===== config.mk =====
export PLATFORM = sky130hd
export DESIGN_NAME = calc_alu_seq
export DESIGN_NICKNAME = d
export VERILOG_FILES = /design/src/rtl/calc_pkg.sv /design/src/rtl/calc_mul_seq.sv /design/src/rtl/calc_alu_seq.sv
export SDC_FILE = /design/constraint.sdc
export NUM_CORES = 1
export LEC_CHECK = 0
export BUFFER_PORTS_ARGS = -buffer_cell sky130_fd_sc_hd__buf_2
export CORE_ASPECT_RATIO = 0.5
export CORE_UTILIZATION = 58
export CTS_CLUSTER_DIAMETER = 120
export CTS_CLUSTER_SIZE = 25
export DETAILED_ROUTE_END_ITERATION = 10
export HOLD_SLACK_MARGIN = 0.03
export PLACE_DENSITY = 0.81
export SYNTH_ARGS = -nofsm -noshare
export SYNTH_HDL_FRONTEND = slang
export SYNTH_SLANG_ARGS = --single-unit

===== constraint.sdc =====
create_clock -name CLK -period 3.2 [get_ports CLK]
set_input_delay 0.32 -clock CLK [delete_from_list [all_inputs] [get_ports CLK]]
set_output_delay 0.32 -clock CLK [all_outputs]
set_load 0.02 [all_outputs]

===== src/rtl/calc_pkg.sv =====
`default_nettype none
// +-----------------------------------------------------------------------------+
// | Module      : calc_pkg                                                      |
// | Description : Opcodes, condition-code bit positions and FSM states shared  |
// |               by the sequential calculator ALU and its multiplier.         |
// | Revision    : 1.0 - initial release                                         |
// +-----------------------------------------------------------------------------+
package calc_pkg;

    typedef enum logic [2:0] {
        OP_ADD = 3'd0,
        OP_SUB = 3'd1,
        OP_AND = 3'd2,
        OP_OR  = 3'd3,
        OP_XOR = 3'd4,
        OP_MUL = 3'd5
    } op_e;

    localparam int CC_OVR  = 3;
    localparam int CC_COUT = 2;
    localparam int CC_NEG  = 1;
    localparam int CC_ZERO = 0;

    typedef enum logic [0:0] {
        ST_IDLE    = 1'b0,
        ST_MUL_RUN = 1'b1
    } state_e;

endpackage : calc_pkg
`default_nettype wire


===== src/rtl/calc_mul_seq.sv =====
`default_nettype none
// +-----------------------------------------------------------------------------+
// | Module      : calc_mul_seq                                                  |
// | Description : Unsigned W x W shift-add multiplier, one partial product per  |
// |               cycle; o_done/o_product present the final step combinationally|
// | Revision    : 1.0 - initial release                                         |
// +-----------------------------------------------------------------------------+
module calc_mul_seq #(
    parameter int W = 8
) (
    input  logic           clk,
    input  logic           rst,
    input  logic           i_start,
    input  logic [W-1:0]   i_a,
    input  logic [W-1:0]   i_b,
    output logic [2*W-1:0] o_product,
    output logic           o_done
);

    localparam int             c_cw   = $clog2(W);
    localparam logic [c_cw-1:0] c_last = c_cw'(W - 1);

    logic [2*W-1:0]  r_acc;
    logic [2*W-1:0]  r_mcand;
    logic [W-1:0]    r_mplier;
    logic [c_cw-1:0] r_cnt;
    logic            r_run;
    logic [2*W-1:0]  w_acc_next;

    assign w_acc_next = r_acc + (r_mplier[0] ? r_mcand : '0);

    always_ff @(posedge clk) begin
        if (rst) begin
            r_acc    <= '0;
            r_mcand  <= '0;
            r_mplier <= '0;
            r_cnt    <= '0;
            r_run    <= 1'b0;
        end else if (i_start) begin
            r_acc    <= '0;
            r_mcand  <= {{W{1'b0}}, i_a};
            r_mplier <= i_b;
            r_cnt    <= '0;
            r_run    <= 1'b1;
        end else if (r_run) begin
            r_acc    <= w_acc_next;
            r_mcand  <= r_mcand << 1;
            r_mplier <= r_mplier >> 1;
            r_cnt    <= r_cnt + 1'b1;
            if (r_cnt == c_last) begin
                r_run <= 1'b0;
            end
        end
    end

    // The last step is exposed unregistered so the caller latches it on the W-th edge.
    assign o_done    = r_run && (r_cnt == c_last);
    assign o_product = w_acc_next;

endmodule : calc_mul_seq
`default_nettype wire


===== src/rtl/calc_alu_seq.sv =====
`default_nettype none
// +-----------------------------------------------------------------------------+
// | Module      : calc_alu_seq                                                  |
// | Description : W-bit register calculator: ADD/SUB/AND/OR/XOR in one cycle,  |
// |               optional iterative MUL, with Start/Busy/Done handshake.      |
// |               Define CALC_MUL_EN to build in the multiplier (Op=5).        |
// | Revision    : 1.0 - initial release                                         |
// +-----------------------------------------------------------------------------+
module calc_alu_seq
    import calc_pkg::*;
#(
    parameter int W = 8
) (
    input  logic         CLK,
    input  logic         CLR,
    input  logic [W-1:0] X,
    input  logic         LoadA,
    input  logic         LoadB,
    input  logic [2:0]   Op,
    input  logic         Start,
    output logic [W-1:0] Rout,
    output logic [3:0]   CCout,
    output logic         Busy,
    output logic         Done,
    output logic         OpErr
);

`ifdef CALC_MUL_EN
    localparam bit c_mul_en = 1'b1;
`else
    localparam bit c_mul_en = 1'b0;
`endif

    state_e         r_state;
    state_e         w_state_next;
    logic [W-1:0]   r_a;
    logic [W-1:0]   r_b;
    logic [W-1:0]   r_rout;
    logic [3:0]     r_cc;
    logic           r_done;
    logic           r_operr;

    logic           w_idle;
    logic           w_op_mul;
    logic           w_op_valid;
    logic           w_mul_done;
    logic [2*W-1:0] w_mul_prod;
    logic [W:0]     w_add;
    logic [W:0]     w_sub;
    logic [W-1:0]   w_res;
    logic           w_cout;
    logic           w_ovr;
    logic [3:0]     w_cc;
    logic [3:0]     w_mul_cc;

    assign w_idle     = (r_state == ST_IDLE);
    assign w_op_mul   = c_mul_en && (Op == OP_MUL);
    assign w_op_valid = (Op <= OP_XOR) || w_op_mul;

    always_ff @(posedge CLK) begin
        if (CLR) begin
            r_state <= ST_IDLE;
        end else begin
            r_state <= w_state_next;
        end
    end

    always_comb begin
        w_state_next = r_state;
        case (r_state)
            ST_IDLE:    if (Start && w_op_mul) w_state_next = ST_MUL_RUN;
            ST_MUL_RUN: if (w_mul_done)        w_state_next = ST_IDLE;
            default:    w_state_next = ST_IDLE;
        endcase
    end

    assign w_add = {1'b0, r_a} + {1'b0, r_b};
    assign w_sub = {1'b0, r_a} + {1'b0, ~r_b} + {{W{1'b0}}, 1'b1};

    always_comb begin
        w_res  = '0;
        w_cout = 1'b0;
        w_ovr  = 1'b0;
        case (Op)
            OP_ADD: begin
                w_res  = w_add[W-1:0];
                w_cout = w_add[W];
                w_ovr  = (r_a[W-1] == r_b[W-1]) && (w_add[W-1] != r_a[W-1]);
            end
            OP_SUB: begin
                w_res  = w_sub[W-1:0];
                w_cout = w_sub[W];
                w_ovr  = (r_a[W-1] != r_b[W-1]) && (w_sub[W-1] != r_a[W-1]);
            end
            OP_AND:  w_res = r_a & r_b;
            OP_OR:   w_res = r_a | r_b;
            OP_XOR:  w_res = r_a ^ r_b;
            default: w_res = '0;
        endcase
    end

    always_comb begin
        w_cc              = '0;
        w_cc[CC_OVR]      = w_ovr;
        w_cc[CC_COUT]     = w_cout;
        w_cc[CC_NEG]      = w_res[W-1];
        w_cc[CC_ZERO]     = (w_res == '0);
        w_mul_cc          = '0;
        w_mul_cc[CC_COUT] = (w_mul_prod[2*W-1:W] != '0);
        w_mul_cc[CC_NEG]  = w_mul_prod[W-1];
        w_mul_cc[CC_ZERO] = (w_mul_prod[W-1:0] == '0);
    end

`ifdef CALC_MUL_EN
    calc_mul_seq #(
        .W (W)
    ) u_mul (
        .clk       (CLK),
        .rst       (CLR),
        .i_start   (w_idle && Start && w_op_mul),
        .i_a       (r_a),
        .i_b       (r_b),
        .o_product (w_mul_prod),
        .o_done    (w_mul_done)
    );
    assign Busy = ~w_idle;
`else
    assign w_mul_prod = '0;
    assign w_mul_done = 1'b0;
    assign Busy       = 1'b0;
`endif

    // Operands are read before the same-edge loads take effect, so Start uses old A/B.
    always_ff @(posedge CLK) begin
        if (CLR) begin
            r_a     <= '0;
            r_b     <= '0;
            r_rout  <= '0;
            r_cc    <= '0;
            r_done  <= 1'b0;
            r_operr <= 1'b0;
        end else begin
            r_done  <= 1'b0;
            r_operr <= 1'b0;
            if (w_idle) begin
                if (LoadA) r_a <= X;
                if (LoadB) r_b <= X;
                if (Start) begin
                    if (!w_op_valid) begin
                        r_done  <= 1'b1;
                        r_operr <= 1'b1;
                    end else if (!w_op_mul) begin
                        r_rout <= w_res;
                        r_cc   <= w_cc;
                        r_done <= 1'b1;
                    end
                end
            end else if (w_mul_done) begin
                r_rout <= w_mul_prod[W-1:0];
                r_cc   <= w_mul_cc;
                r_done <= 1'b1;
            end
        end
    end

    assign Rout  = r_rout;
    assign CCout = r_cc;
    assign Done  = r_done;
    assign OpErr = r_operr;

endmodule : calc_alu_seq
`default_nettype wire

Yosys cells after proc, flatten, opt, wreduce, memory -nomap -nowiden
Cells that the tools add are included.
- bits in registers: 31
- output and inout bits: 15
- word-level logic and storage cells: 40
- add/sub/neg operators: 3
- magnitude comparators: 1
- eq/ne operators: 8
- mux-type cells: 6
- bitwise logic cells: 6
- reductions and logical operators: 9
- operators with widths (kind ; number):
    $pmux 8 s5 ; 1
    $add 8x8->9 ; 2
    $add 9x1->9 const B ; 1
    $and 8x8->8 ; 1
    $logic_not 8->1 ; 1
    $not 8->8 ; 1
    $or 8x8->8 ; 1
    $xor 8x8->8 ; 1
    $eq 3x2->1 const B ; 2
    $pmux 1 s2 ; 3
    $reduce_and 2->1 ; 2
    $eq 3x1->1 const B ; 1
    $eq 3x3->1 const B ; 1
    $le 3x3->1 const B ; 1
    $logic_not 3->1 ; 1
    $ne 1x1->1 ; 3
    $reduce_and 3->1 ; 1
    $reduce_or 3->1 ; 1
    $logic_and 1x1->1 ; 2
    $mux 1 ; 2
    $not 1->1 ; 2
    $reduce_or 2->1 ; 1
    $eq 1x1->1 ; 1

Longest topological paths before layout
Gate-level depths: netlist (run 1).
- depth in word-level cells: 6
- depth in mapped cells: 11

Least setup slack after synthesis (run 1)
OpenSTA, ideal clock, no wires.
- path type: flip-flop to flip-flop
- start point: register r_a[1]
- end point: register r_cc[0] (netlist: CCout[0])
- library setup time: 0.084 ns
- arrival: 2.528 ns
- setup slack: 0.588 ns
- cell stages (with the launch flop): 10
- cell sequence: dfxtp_1 > inv_1 > ha_1 > a211oi_1 > o21ai_0 > a31o_1 > mux2_4 > a22oi_2 > or4b_1 > o31ai_2
- longest elaborated chain between the ends: 4
- ends and longest elaborated chain (element ; line ; RTL):
    start: declaration ; calc_alu_seq.sv:36 ; logic [W-1:0] r_a;
    start signal: assignment ; calc_alu_seq.sv:136 ; r_a <= '0;
    start signal: assignment ; calc_alu_seq.sv:146 ; if (LoadA) r_a <= X;
    $add 8x8->9 ; calc_alu_seq.sv:78 ; assign w_sub = {1'b0, r_a} + {1'b0, ~r_b} + {{W{1'b0}}, 1'b1};
    $add 9x1->9 ; calc_alu_seq.sv:78 ;
    $pmux 8 s5 * ; calc_alu_seq.sv:84 ; case (Op)
    $logic_not 8->1 * ; calc_alu_seq.sv:107 ; w_cc[CC_ZERO] = (w_res == '0);
    end signal: assignment ; calc_alu_seq.sv:154 ; r_cc <= w_cc;
    end signal: assignment ; calc_alu_seq.sv:160 ; r_cc <= w_mul_cc;
    end: declaration ; calc_alu_seq.sv:39 ; logic [3:0] r_cc;
Every way passes the cells marked *; elsewhere a longest branch is shown, timed or not.
A chain may end at the register's enable or synchronous reset.

Final worst setup path (run 1)
Same ends and word-level chain as after synthesis.

==> results by stage, run 1 <==
Outcome:
- The run finished with clean final reports.

Clocking:
- Buffers inserted during clock tree synthesis total 5.
- The count of hold buffers inserted by post-cts repair is 0.
- The clock transition time at the flip-flop clock pins of the worst setup and hold paths is 0.06 ns.
- The clock tree from TritonCTS is done.
- The clock tree buffer depth is 2.
- The clock drives 29 sinks.
- The H-tree was split into 2 levels.
- CTS placed an instance of sky130_fd_sc_hd__clkbuf_8 at the clock tree root.
- The number of gates resized after CTS was 0.
- Clock latency on the worst-skew pair, taken at its later pin, is 0.27 ns.
- The total setup buffers inserted after CTS is 0.

Timing:
- Static timing analysis puts the maximum clock frequency at 351 MHz.
- The time the worst path needs with I/O delays and setup is 2.85 ns.
- On the final layout, the worst clock skew is 0.00217 ns.
- The final hold violation count was 0.
- At the pin with the least slew margin, the transition time is 0.641 ns.
- In this run the tightest slew margin relative to its limit is 57.0%.
- The portion of the clock cycle consumed by the worst path in the final layout is 89.1%.
- Adding up every negative setup slack in the final design gives 0 ns.
- In the post-route analysis, the smallest setup slack over all paths is 0.350 ns.
- The number of pins with negative max-slew slack in the final report is 0.
- Setup repair after global routing left no endpoint under its margin.
- Setup violations remaining at the end of the flow were counted as 0.

Cells and area:
- After filler insertion, the fill cell instance count of the layout stands at 290.
- Cells fill 69.3% of the core in the end.
- The net total in the final layout is 339.
- The number of antenna diodes is 0.
- The area growth from synthesis to layout is 10.7%.
- The post-route cell area is 2450 µm².
- The fraction of layout instances using a drive strength above 1 is 14.4%.

Synthesis:
- The number of synthesized flops with an enable pin is 0.
- The post-synthesis cell type count is 52.
- The area share of the largest cell type after synthesis is 26.3%.
- Dividing the synthesized area by the synthesized cell count gives 7.98 µm².
- The share of the Yosys chip area taken by registers is 26.3%.
- The post-synth design cell area is 2210 µm².
- The instance count of the mapped netlist is 277.
- Summed over all instances, the cell type with the most area after synthesis is sky130_fd_sc_hd__dfxtp_1.
- In the post-synthesis netlist, the biggest area contributors are sky130_fd_sc_hd__dfxtp_1 (26%), sky130_fd_sc_hd__ha_1 (14%), sky130_fd_sc_hd__mux2i_1 (7.7%), sky130_fd_sc_hd__nor2_1 (7.3%), sky130_fd_sc_hd__inv_1 (3.9%).
- Counting flops with an async set or reset pin after synthesis yields a share of 0%.
- The number of nets in the synthesized netlist is 319.
- For this run, the number of Yosys warnings is 0.
- The most common flop cell mapped by yosys is sky130_fd_sc_hd__dfxtp_1.
- The synthesis-stage register bit count is 29.

Global routing:
- The initial antenna violation count is 0.
- In the global route stage, overall resource usage came out at 27.5%.
- The total grt overflow is 0.
- The number of global-route vias before repair came to 1775.
- Entering global routing, the biggest net connects 30 pins.
- The first global-routing pass estimated 8380 µm of wire.

Critical path:
- The worst setup path is captured at a flip-flop.
- The capturing point of the worst reg2reg path is CCout[0].
- The count of buffer and inverter cells on the critical path is 1.
- Walking the worst path, the cells encountered are inv_1, ha_1, a211oi_1, o21ai_0, a31o_1, mux2_4, a22oi_2, or4b_1, o31ai_2.
- The slowest stage cell on the critical path is sky130_fd_sc_hd__or4b_1.
- The worst path required time is 3.39 ns.
- The reg-to-reg critical path startpoint is r_a[1].
- Data arrives at the worst endpoint at 3.04 ns.
- The dominant delay contributor by cell family on the critical path is compound AO/OA/AOI/OAI gates.
- The setup slack of the worst register-to-register path is 0.35 ns.
- The class of the most critical setup path is reg -> reg.
- The delay of the slowest cell on the worst path is 0.47 ns.
- STA classifies the critical path startpoint as a flip-flop.
- The logic depth of the worst register-to-register path is 9.
- The largest driver fanout on the critical path is 5.

Placement:
- Summed over all nets, the half-perimeter wirelength after detailed placement is 3900 µm.
- The routability congestion estimate from global placement is 0.890.
- Once placement finished, the instance area stood at 2340 µm².
- Prior to clock tree synthesis, the placed netlist has a worst setup slack of 0.365 ns.
- The count of input and output buffers is 29.

Power and ir drop:
- The peak ir drop on the vdd network is 0.232 mV.
- Of the total power, the share spent switching nets is 31.3%.
- The internal portion of the total power is 0.691 mW.
- Combinational cells account for 28.0% of the total power.
- The leakage power is 1.07 nW.
- The ratio of total power to cell area is 411 nW/µm².
- The relative contribution of the clock network to total power is 31.9%.
- Summed over all nets, the switching power comes to 0.314 mW.
- The sequential cell fraction of total power is 40.1%.

Die:
- The floorplan step defined a die boundary enclosing 4080 µm².
- For this design the top-level I/O count stands at 31.
- The die is 45.6 µm tall.
- The die is 89.3 µm wide.
- The core region is 3530 µm².
- The floorplan has 15 rows.
- Once the floorplan was initialized, standard cells occupied 62.6% of the core.

Detailed routing:
- The final antenna-violating net count is 0.
- In the final routed layout, each cell accounts on average for 14.9 µm.
- The detailed-route via count is 2032.
- The detailed router finished its first iteration with 308 violations.
- For this run, design rule violations remaining after detail routing come to 0.
- The final wirelength is 5210 µm.
- Before antenna repair, the detailed router went through 5 iterations.
- In the routed layout, each cell is associated on average with a via count of 5.82.

Hold path:
- In this run the worst hold path is classified as in -> reg.
- The launch instance of the worst min-delay path is X[0].
- The number of cells traversed by the worst hold path is 3.
- For hold timing, the worst endpoint is r_b[0].

Job:
- The max-capacitance violation count is 0.
## placed cells by master, fill, tap and decap left out, drive strengths merged, types with 2 or more instances in the layout
| master | n |
|---|---|
| nor2 | 43 |
| dfxtp | 29 |
| buf | 29 |
| ha | 24 |
| inv | 24 |
| mux2i | 17 |
| nor3 | 16 |
| o21ai | 13 |
| a21oi | 13 |
| nand2 | 8 |
| nand2b | 7 |
| clkbuf | 7 |
| nor2b | 6 |
| a211oi | 6 |
| o211ai | 5 |
| o31ai | 4 |
| xnor2 | 3 |
| a32oi | 3 |
| or2 | 3 |
| a22oi | 3 |
| o31a | 2 |
| nor4b | 2 |
| a31oi | 2 |
| o21bai | 2 |
| o21a | 2 |
| nand3 | 2 |
| fa | 2 |
## cell usage after synthesis, types with 2 or more instances
cell	count
sky130_fd_sc_hd__nor3_1	16
sky130_fd_sc_hd__o31a_1	2
sky130_fd_sc_hd__a21oi_1	13
sky130_fd_sc_hd__nor2b_1	6
sky130_fd_sc_hd__xnor2_1	3
sky130_fd_sc_hd__nand3_1	2
sky130_fd_sc_hd__or2_2	2
sky130_fd_sc_hd__mux2i_1	17
sky130_fd_sc_hd__fa_1	2
sky130_fd_sc_hd__clkbuf_1	9
sky130_fd_sc_hd__o21ai_0	13
sky130_fd_sc_hd__nand2b_1	7
sky130_fd_sc_hd__o211ai_1	5
sky130_fd_sc_hd__ha_1	24
sky130_fd_sc_hd__o31ai_1	3
sky130_fd_sc_hd__o21a_1	2
sky130_fd_sc_hd__a211oi_1	6
sky130_fd_sc_hd__inv_1	23
sky130_fd_sc_hd__buf_2	5
sky130_fd_sc_hd__a32oi_1	3
sky130_fd_sc_hd__a22oi_1	2
sky130_fd_sc_hd__nand2_1	8
sky130_fd_sc_hd__nor4b_1	2
sky130_fd_sc_hd__buf_4	2
sky130_fd_sc_hd__dfxtp_1	29
sky130_fd_sc_hd__a31oi_1	2
sky130_fd_sc_hd__o21bai_1	2
sky130_fd_sc_hd__nor2_1	43
## metrics by stage
step	power [mW]	hold slack [ns]	std cells
after CTS	1.01	0.301	349
after floorplan	0.619	0.468	277
after detailed placement	0.685	0.481	341
after global placement	0.677	0.476	341
final	1.01	0.299	349
after global routing	1.07	0.308	349
## layout make-up
type	instances	area [µm²]	share of cell area, %
inverters	24	90.1	3.68
flip-flops and latches	29	581	23.7
clock buffers	7	96.3	3.94
well taps	51	63.8	2.61
clock inverters	1	5.00	0.205
repair buffers	29	145	5.93
multi-input cells	208	1470	59.9
## how the worst max path moves through the flow
| stage | startpoint | end | slack, ns | cells after the start |
|---|---|---|---|---|
| floorplan | r_a[1] | CCout[0] | 0.59 | 9 |
| global placement | r_a[1] | CCout[0] | 0.47 | 9 |
| detailed placement | r_a[1] | CCout[0] | 0.37 | 9 |
| CTS | r_a[1] | CCout[0] | 0.34 | 9 |
| global route | r_a[1] | CCout[0] | 0.17 | 9 |
| finish | r_a[1] | CCout[0] | 0.35 | 9 |
## layer usage
layer,GRT usage (%),up-vias,wire (µm)
li1,-,1010,-
met1,40.7,910,2600
met2,40.2,99,2130
met3,7.07,13,426
met4,5.08,0,53
met5,0,-,0
## registers in the layout, summed over array words and instances, names as in the netlist
register / count
Done: 1
CCout: 4
r_a: 8
Rout: 7
r_b: 8
OpErr: 1
## power groups by stage
stage | Combinational [mW] | Sequential, mW | Clock [mW]
floorplan | 0.199 | 0.420 | 0
global placement | 0.269 | 0.408 | 0
detailed placement | 0.275 | 0.410 | 0
CTS | 0.277 | 0.402 | 0.327
global route | 0.312 | 0.406 | 0.348
finish | 0.282 | 0.403 | 0.321
## worst reg2reg max path, stage by stage, from the launching register on
cell and delay (ns):
sky130_fd_sc_hd__dfxtp_1 0.43, sky130_fd_sc_hd__inv_1 0.12, sky130_fd_sc_hd__ha_1 0.33, sky130_fd_sc_hd__a211oi_1 0.37, sky130_fd_sc_hd__o21ai_0 0.19, sky130_fd_sc_hd__a31o_1 0.27, sky130_fd_sc_hd__mux2_4 0.26, sky130_fd_sc_hd__a22oi_2 0.14
sky130_fd_sc_hd__or4b_1 0.47, sky130_fd_sc_hd__o31ai_2 0.18
## kinds of logic after synthesis
family / count (synthesis) / share of synthesized area, %
simple gates: 95 / 20.9
compound gates: 64 / 19.9
buf+inv: 40 / 7.42
flops: 29 / 26.3
fa+ha+maj: 26 / 15.4
mux: 18 / 8.38
xor+xnor: 4 / 1.59
other cells: 1 / 0.170
No activity file was read; power rests on OpenSTA's default activity.
==> run 2, diff against run 1 <==
- CORE_ASPECT_RATIO: 0.5 -> 1.5
==> run 2 against run 1 <==
- combinational power is 3% lower
- flip-flop and latch count stayed put
- critical path type unchanged
- first-iteration DRC count is 85% lower
- die area is 0.25% lower
- clock skew hardly changed
- total power is 0.17% lower
==> results by stage, run 2 (synthesized netlist as in run 1, its figures left out) <==
Clocking:
- The total number of H-tree levels is 2 (unchanged).
- The clock transition time at the flip-flop clock pins of the worst setup and hold paths is 0.06 ns (about the same).
- The post-cts repair resize count is 0 (unchanged).
- The number of buffers added by the clock tree synthesis step is 5 (unchanged).
- The root buffer selected by CTS is sky130_fd_sc_hd__clkbuf_8 (unchanged).
- The number of clock sinks is 29 (unchanged).
- The total setup buffers inserted after CTS is 0 (unchanged).
- The clock tree buffer depth is 2 (unchanged).
- The count of hold buffers inserted by post-cts repair is 0 (unchanged).
- The insertion delay of the later-clocked pin in the worst-skew pair was 0.28 ns (was 0.27 ns).
- The clock tree from TritonCTS is done (unchanged).

Power and ir drop:
- The internal power is 0.691 mW (about the same).
- The peak ir drop on the vdd network came to 0.270 mV (was 0.232 mV).
- The net switching component of the power came to 0.313 mW (was 0.314 mW).
- The fraction of power spent switching nets came to 31.2% (was 31.3%).
- The ratio of total power to cell area is 412 nW/µm² (was 411 nW/µm²).
- The combinational cell fraction of total power is 27.2% (was 28.0%).
- The sequential cell fraction of total power is 39.9% (was 40.1%).
- The leakage power is 1.07 nW (unchanged).
- The relative contribution of the clock network to total power is 32.9% (was 31.9%).

Global routing:
- The total track usage was 24.8% (was 27.5%).
- The maximum number of pins on one net before global-route repair was 30 (unchanged).
- The global-route wire length before repair came to 7710 µm (was 8380 µm).
- The initial antenna violation count is 0 (unchanged).
- The total grt overflow is 0 (unchanged).
- The number of global-route vias before repair came to 1792 (was 1775).

Critical path:
- The count of buffer and inverter cells on the critical path is 1 (unchanged).
- The data arrival time of the critical path is 3.03 ns (was 3.04 ns).
- The largest driver fanout on the critical path is 5 (unchanged).
- The kind of start point of the critical path is a flip-flop (unchanged).
- The dominant delay contributor by cell family on the critical path was compound AO/OA/AOI/OAI gates (unchanged).
- The worst path required time is 3.40 ns (was 3.39 ns).
- Cell-by-cell listing of the critical path: inv_1, ha_1, a211oi_1, o21ai_0, a31o_1, mux2_4, a22oi_2, or4b_1, o31ai_2 (unchanged).
- The reg-to-reg critical path startpoint is r_a[1] (unchanged).
- The class of the most critical setup path is reg -> reg (unchanged).
- The capturing point of the worst reg2reg path was CCout[0] (unchanged).
- The delay of the slowest cell on the worst path is 0.47 ns (about the same).
- The logic depth of the worst register-to-register path came to 9 (unchanged).
- The depth of the critical timing path with buffers and inverters included was 9 (unchanged).
- The setup slack of the worst register-to-register path is 0.37 ns (was 0.35 ns).
- The element type at the critical path end is a flip-flop (unchanged).
- The critical path startpoint is r_a[1] (unchanged).
- The slowest stage cell on the critical path is sky130_fd_sc_hd__or4b_1 (unchanged).
- The end point of the critical path is CCout[0] (unchanged).

Outcome:
- Status: finished, final reports clean (unchanged).

Hold path:
- The launch instance of the worst min-delay path is X[3] (was X[0]).
- The number of cells traversed by the worst hold path was 3 (unchanged).
- The class of the tightest hold or removal check is in -> reg (unchanged).

Timing:
- The setup slack after layout is 0.371 ns (was 0.350 ns).
- The portion of the clock cycle consumed by the worst path in the final layout came to 88.4% (was 89.1%).
- The setup TNS is 0 ns (unchanged).
- The count of endpoints failing setup in the final report is 0 (unchanged).
- Unrepaired setup endpoints after global routing: false (unchanged).
- The final clock skew was 0.00253 ns (was 0.00217 ns).
- The number of pins with negative max-slew slack in the final report is 0 (unchanged).
- The achievable clock frequency is 353 MHz (was 351 MHz).
- The time the worst path needs with I/O delays and setup is 2.83 ns (was 2.85 ns).
- The worst relative slew slack is 56.4% (was 57.0%).
- The final hold violation count came to 0 (unchanged).
- The transition at the pin with the smallest max-transition slack is 0.650 ns (was 0.641 ns).

Detailed routing:
- The detailed-route via count is 1941 (was 2032).
- The final antenna-violating net count is 0 (unchanged).
- The routed wirelength normalized by instance count was 13.7 µm (was 14.9 µm).
- The final wirelength is 4660 µm (was 5210 µm).
- The number of remaining DRC errors is 0 (unchanged).
- The detailed-routing iteration count for the pre-antenna-repair pass is 4 (was 5).
- The mean number of vias per cell is 5.69 (was 5.82).
- The first-iteration detailed-routing DRC count is 46 (was 308).

Cells and area:
- The area growth from synthesis to layout was 10.2% (was 10.7%).
- The net total in the final layout is 339 (unchanged).
- The number of filler cells placed in the layout is 341 (was 290).
- The most common library cell in the layout ignoring fill and taps is sky130_fd_sc_hd__nor2_1 (unchanged).
- Top library cells by usage in the layout, fill and taps aside: sky130_fd_sc_hd__nor2_1 (43), sky130_fd_sc_hd__dfxtp_1 (29), sky130_fd_sc_hd__buf_2 (29), sky130_fd_sc_hd__ha_1 (24), sky130_fd_sc_hd__inv_1 (23) (unchanged).
- The fraction of layout instances using a drive strength above 1 is 14.4% (unchanged).
- The number of antenna diodes is 0 (unchanged).

Die:
- The initial core utilization came to 60.6% (was 62.6%).
- The width of the die was 52.4 µm (was 89.3 µm).
- The site row count is 27 (was 15).
- The core area is 3650 µm² (was 3530 µm²).
- The height of the chip is 77.6 µm (was 45.6 µm).
- The total die area is 4070 µm² (was 4080 µm²).
- The total I/O pin count is 31 (unchanged).

Job:
- The max-capacitance violation count is 0 (unchanged).

Placement:
- The detailed placement HPWL is 3530 µm (was 3900 µm).
- The routability congestion estimate from global placement is 0.884 (was 0.890).
- The setup slack at placement is 0.370 ns (was 0.365 ns).
- The count of input and output buffers is 29 (unchanged).
run 2: how the worst min path moves through the flow:
stage / slack, ns / to
after CTS: 0.28 / r_b[3]
after detailed placement: 0.48 / Rout[2]
after global routing: 0.29 / r_a[1]
final: 0.29 / r_b[3]
after floorplan: 0.47 / r_a[0]
after global placement: 0.48 / Rout[2]
run 2: metal layers:
metal	up-vias	part of all wire [%]	wire, µm	global-route usage (%)
met3	12	3.6	166	4.90
met4	0	2.8	129	11.1
met5	-	0	0	0
li1	1002	-	-	-
met2	51	51	2380	43.9
met1	876	43	1990	27.2
run 2: power groups by stage:
stage / Clock (mW) / Sequential, mW / Combinational, mW
3_5_place_dp: 0 / 0.409 / 0.270
6_report: 0.330 / 0.401 / 0.273
4_1_cts: 0.341 / 0.401 / 0.273
3_3_place_gp: 0 / 0.407 / 0.268
5_1_grt: 0.355 / 0.404 / 0.304
2_1_floorplan: 0 / 0.420 / 0.199
run 2: tightest hold or removal path: cells and delay by family:
family | cells | cell delay (ns)
buffers and inverters | 1 | 0.09
muxes | 1 | 0.06
and+or+nand+nor | 1 | 0.07
run 2: area by class of cell:
| class | instances | area (µm²) | area share [%] |
|---|---|---|---|
| Timing Repair Buffer | 29 | 145 | 5.96 |
| Clock inverter | 1 | 5.00 | 0.205 |
| Tap cell | 43 | 53.8 | 2.21 |
| Inverter | 24 | 90.1 | 3.70 |
| Multi-Input combinational cell | 208 | 1470 | 60.1 |
| Sequential cell | 29 | 581 | 23.8 |
| Clock buffer | 7 | 96.3 | 3.95 |
run 2: through the flow:
stage | utilization [%] | hold slack, ns | area (µm²) | std cells | power (mW)
floorplan | - | 0.468 | 2210 | 277 | 0.619
global placement | 64.0 | 0.477 | 2330 | 333 | 0.675
detailed placement | 64.0 | 0.480 | 2330 | 333 | 0.679
CTS | 66.8 | 0.285 | 2440 | 341 | 1.01
global route | 66.8 | 0.290 | 2440 | 341 | 1.06
finish | 66.8 | 0.288 | 2440 | 341 | 1.00
==> run 3, diff against run 2 <==
- CORE_UTILIZATION: 58 -> 60
- CTS_BUF_LIST: unset -> sky130_fd_sc_hd__clkbuf_8
- PLACE_DENSITY: 0.81 -> 0.83
==> run 3 against run 2 <==
- setup slack worse by 0.035 ns
- sequential share of layout area about the same
- highest routed layer unchanged
- critical path depth did not move
- flip-flop and latch count did not move
- total power is 0.38% higher
- die area down 3.2%
- largest cell class unchanged
- global-route usage grew 1.8 points
- sequential power barely moved
- wire length rose by 5.0%
- clock power about the same
- fmax down 1.2%
- non-clock buffer count is the same
==> results by stage, run 3 (synthesized netlist as in run 1, its figures left out) <==
Outcome:
- Status: finished, final reports clean (unchanged).

Power and ir drop:
- The leakage power is 1.07 nW (unchanged).
- The total power after layout is 1.01 mW (was 1.00 mW).
- The peak ir drop on the vdd network is 0.339 mV (was 0.270 mV).
- The ratio of total power to cell area is 414 nW/µm² (was 412 nW/µm²).

Clocking:
- The total setup buffers inserted after CTS is 0 (unchanged).
- The number of buffers added by the clock tree synthesis step was 5 (unchanged).
- The number of clock sinks is 29 (unchanged).
- The post-cts repair resize count was 0 (unchanged).
- The count of hold buffers inserted by post-cts repair is 0 (unchanged).
- The insertion delay of the later-clocked pin in the worst-skew pair is 0.28 ns (about the same).
- The clock tree from TritonCTS is done (unchanged).
- The clock transition time at the flip-flop clock pins of the worst setup and hold paths came to 0.06 ns (about the same).
- The clock tree buffer depth was 2 (unchanged).
- The total number of H-tree levels is 2 (unchanged).
- The root buffer selected by CTS is sky130_fd_sc_hd__clkbuf_8 (unchanged).

Critical path:
- The depth of the critical timing path with buffers and inverters included was 9 (unchanged).
- The count of buffer and inverter cells on the critical path is 1 (unchanged).
- The dominant delay contributor by cell family on the critical path is compound AO/OA/AOI/OAI gates (unchanged).
- The capturing point of the worst reg2reg path is CCout[0] (unchanged).
- The logic depth of the worst register-to-register path is 9 (unchanged).
- The class of the most critical setup path is reg -> reg (unchanged).
- The reg-to-reg critical path startpoint was r_a[1] (unchanged).
- The kind of start point of the critical path is a flip-flop (unchanged).
- The slowest stage cell on the critical path is sky130_fd_sc_hd__or4b_1 (unchanged).
- The data arrival time of the critical path is 3.07 ns (was 3.03 ns).
- The largest driver fanout on the critical path came to 5 (unchanged).
- Cell-by-cell listing of the critical path: inv_1, ha_1, a211oi_1, o21ai_0, a31o_1, mux2_4, a22oi_2, or4b_1, o31ai_2 (unchanged).
- The delay of the slowest cell on the worst path is 0.47 ns (about the same).
- The setup slack of the worst register-to-register path is 0.34 ns (was 0.37 ns).
- The worst path required time is 3.41 ns (was 3.40 ns).
- The element type at the critical path end is a flip-flop (unchanged).

Timing:
- The worst relative slew slack is 54.1% (was 56.4%).
- The time the worst path needs with I/O delays and setup is 2.86 ns (was 2.83 ns).
- The achievable clock frequency is 349 MHz (was 353 MHz).
- Unrepaired setup endpoints after global routing: false (unchanged).
- The setup TNS came to 0 ns (unchanged).
- The portion of the clock cycle consumed by the worst path in the final layout is 89.5% (was 88.4%).
- The number of pins with negative max-slew slack in the final report is 0 (unchanged).
- The transition at the pin with the smallest max-transition slack is 0.684 ns (was 0.650 ns).
- The final hold violation count is 0 (unchanged).
- The count of endpoints failing setup in the final report is 0 (unchanged).
- The final clock skew was 0.00388 ns (was 0.00253 ns).

Hold path:
- The launch instance of the worst min-delay path is X[4] (was X[3]).
- The class of the tightest hold or removal check is in -> reg (unchanged).
- The number of cells traversed by the worst hold path is 3 (unchanged).
- The capture endpoint of the worst hold path is r_a[4] (was r_b[3]).

Cells and area:
- The number of filler cells placed in the layout is 308 (was 341).
- The final standard cell count with taps included and fillers excluded came to 340 (was 341).
- The fraction of layout instances using a drive strength above 1 is 14.4% (unchanged).
- The final design utilization is 70.6% (was 66.8%).
- The area growth from synthesis to layout came to 10.2% (about the same).
- The net total in the final layout is 339 (unchanged).
- The post-route cell area is 2430 µm² (was 2440 µm²).
- The number of antenna diodes came to 0 (unchanged).
- The most common library cell in the layout ignoring fill and taps is sky130_fd_sc_hd__nor2_1 (unchanged).
- Top library cells by usage in the layout, fill and taps aside: sky130_fd_sc_hd__nor2_1 (43), sky130_fd_sc_hd__dfxtp_1 (29), sky130_fd_sc_hd__buf_2 (29), sky130_fd_sc_hd__ha_1 (24), sky130_fd_sc_hd__inv_1 (23) (unchanged).

Global routing:
- The initial antenna violation count is 0 (unchanged).
- The number of global-route vias before repair is 1906 (was 1792).
- The total grt overflow was 0 (unchanged).
- The global-route wire length before repair came to 8090 µm (was 7710 µm).
- The maximum number of pins on one net before global-route repair is 30 (unchanged).
- The total track usage is 26.7% (was 24.8%).

Detailed routing:
- The final antenna-violating net count is 0 (unchanged).
- The mean number of vias per cell is 5.85 (was 5.69).
- The first-iteration detailed-routing DRC count is 78 (was 46).
- The detailed-route via count was 1988 (was 1941).
- The final wirelength is 4900 µm (was 4660 µm).
- The number of remaining DRC errors came to 0 (unchanged).
- The detailed-routing iteration count for the pre-antenna-repair pass came to 5 (was 4).
- The routed wirelength normalized by instance count is 14.4 µm (was 13.7 µm).

Job:
- The max-capacitance violation count is 0 (unchanged).

Die:
- The initial core utilization came to 64.1% (was 60.6%).
- The total die area is 3930 µm² (was 4070 µm²).
- The site row count came to 26 (was 27).
- The height of the chip came to 76.3 µm (was 77.6 µm).
- The total I/O pin count came to 31 (unchanged).
- The width of the die is 51.6 µm (was 52.4 µm).
- The core area was 3450 µm² (was 3650 µm²).

Placement:
- The number of placed instances, taps included is 332 (was 333).
- The count of input and output buffers is 29 (unchanged).
- The detailed placement HPWL is 3660 µm (was 3530 µm).
- The instance area at placement is 2330 µm² (about the same).
- The routability congestion estimate from global placement is 0.907 (was 0.884).
==> run 3: cell counts in the layout (fill, tap and decap cells not counted) <==
No cell type changed its count.
==> run 3: stage by stage <==
stage,hold WS (ns),setup slack [ns]
global route,0.303,0.119
CTS,0.284,0.358
detailed placement,0.483,0.371
global placement,0.482,0.449
floorplan,0.468,0.588
finish,0.286,0.336
==> run 3: worst max path at each step <==
stage          startpoint  endpoint
2_1_floorplan      r_a[1]  CCout[0]
3_3_place_gp       r_a[1]  CCout[0]
3_5_place_dp       r_a[1]  CCout[0]
4_1_cts            r_a[1]  CCout[0]
5_1_grt            r_a[1]  CCout[0]
6_report           r_a[1]  CCout[0]
==> run 3: layer usage <==
layer	vias to the layer above	track usage (%)	wire length, µm
met4	0	11.9	112
met1	892	28.5	1930
li1	1000	-	-
met3	12	5.79	314
met2	84	47.8	2540
met5	-	0	0
==> run 3: layout make-up <==
type	instances	area [µm²]	share of cell area, %
sequential	29	581	23.8
multi-input combinational	208	1470	60.2
clock buffer	7	96.3	3.96
tap	42	52.6	2.16
timing repair buffer	29	145	5.96
inverter	24	90.1	3.70
clock inverter	1	5.00	0.206
==> run 3: power breakdown <==
part / internal (mW) / total, mW / switching, mW / leakage, nW
Clock: 0.194 / 0.331 / 0.137 / 0.0542
Combinational: 0.113 / 0.276 / 0.163 / 0.779
Sequential: 0.384 / 0.401 / 0.0166 / 0.239
==> run 3: worst register-to-register path, cell delays in order, from the launching register on <==
cell and delay (ns):
sky130_fd_sc_hd__dfxtp_1 0.44, sky130_fd_sc_hd__inv_1 0.12, sky130_fd_sc_hd__ha_1 0.33, sky130_fd_sc_hd__a211oi_1 0.40
sky130_fd_sc_hd__o21ai_0 0.20, sky130_fd_sc_hd__a31o_1 0.28, sky130_fd_sc_hd__mux2_4 0.26, sky130_fd_sc_hd__a22oi_2 0.13
sky130_fd_sc_hd__or4b_1 0.47, sky130_fd_sc_hd__o31ai_2 0.17
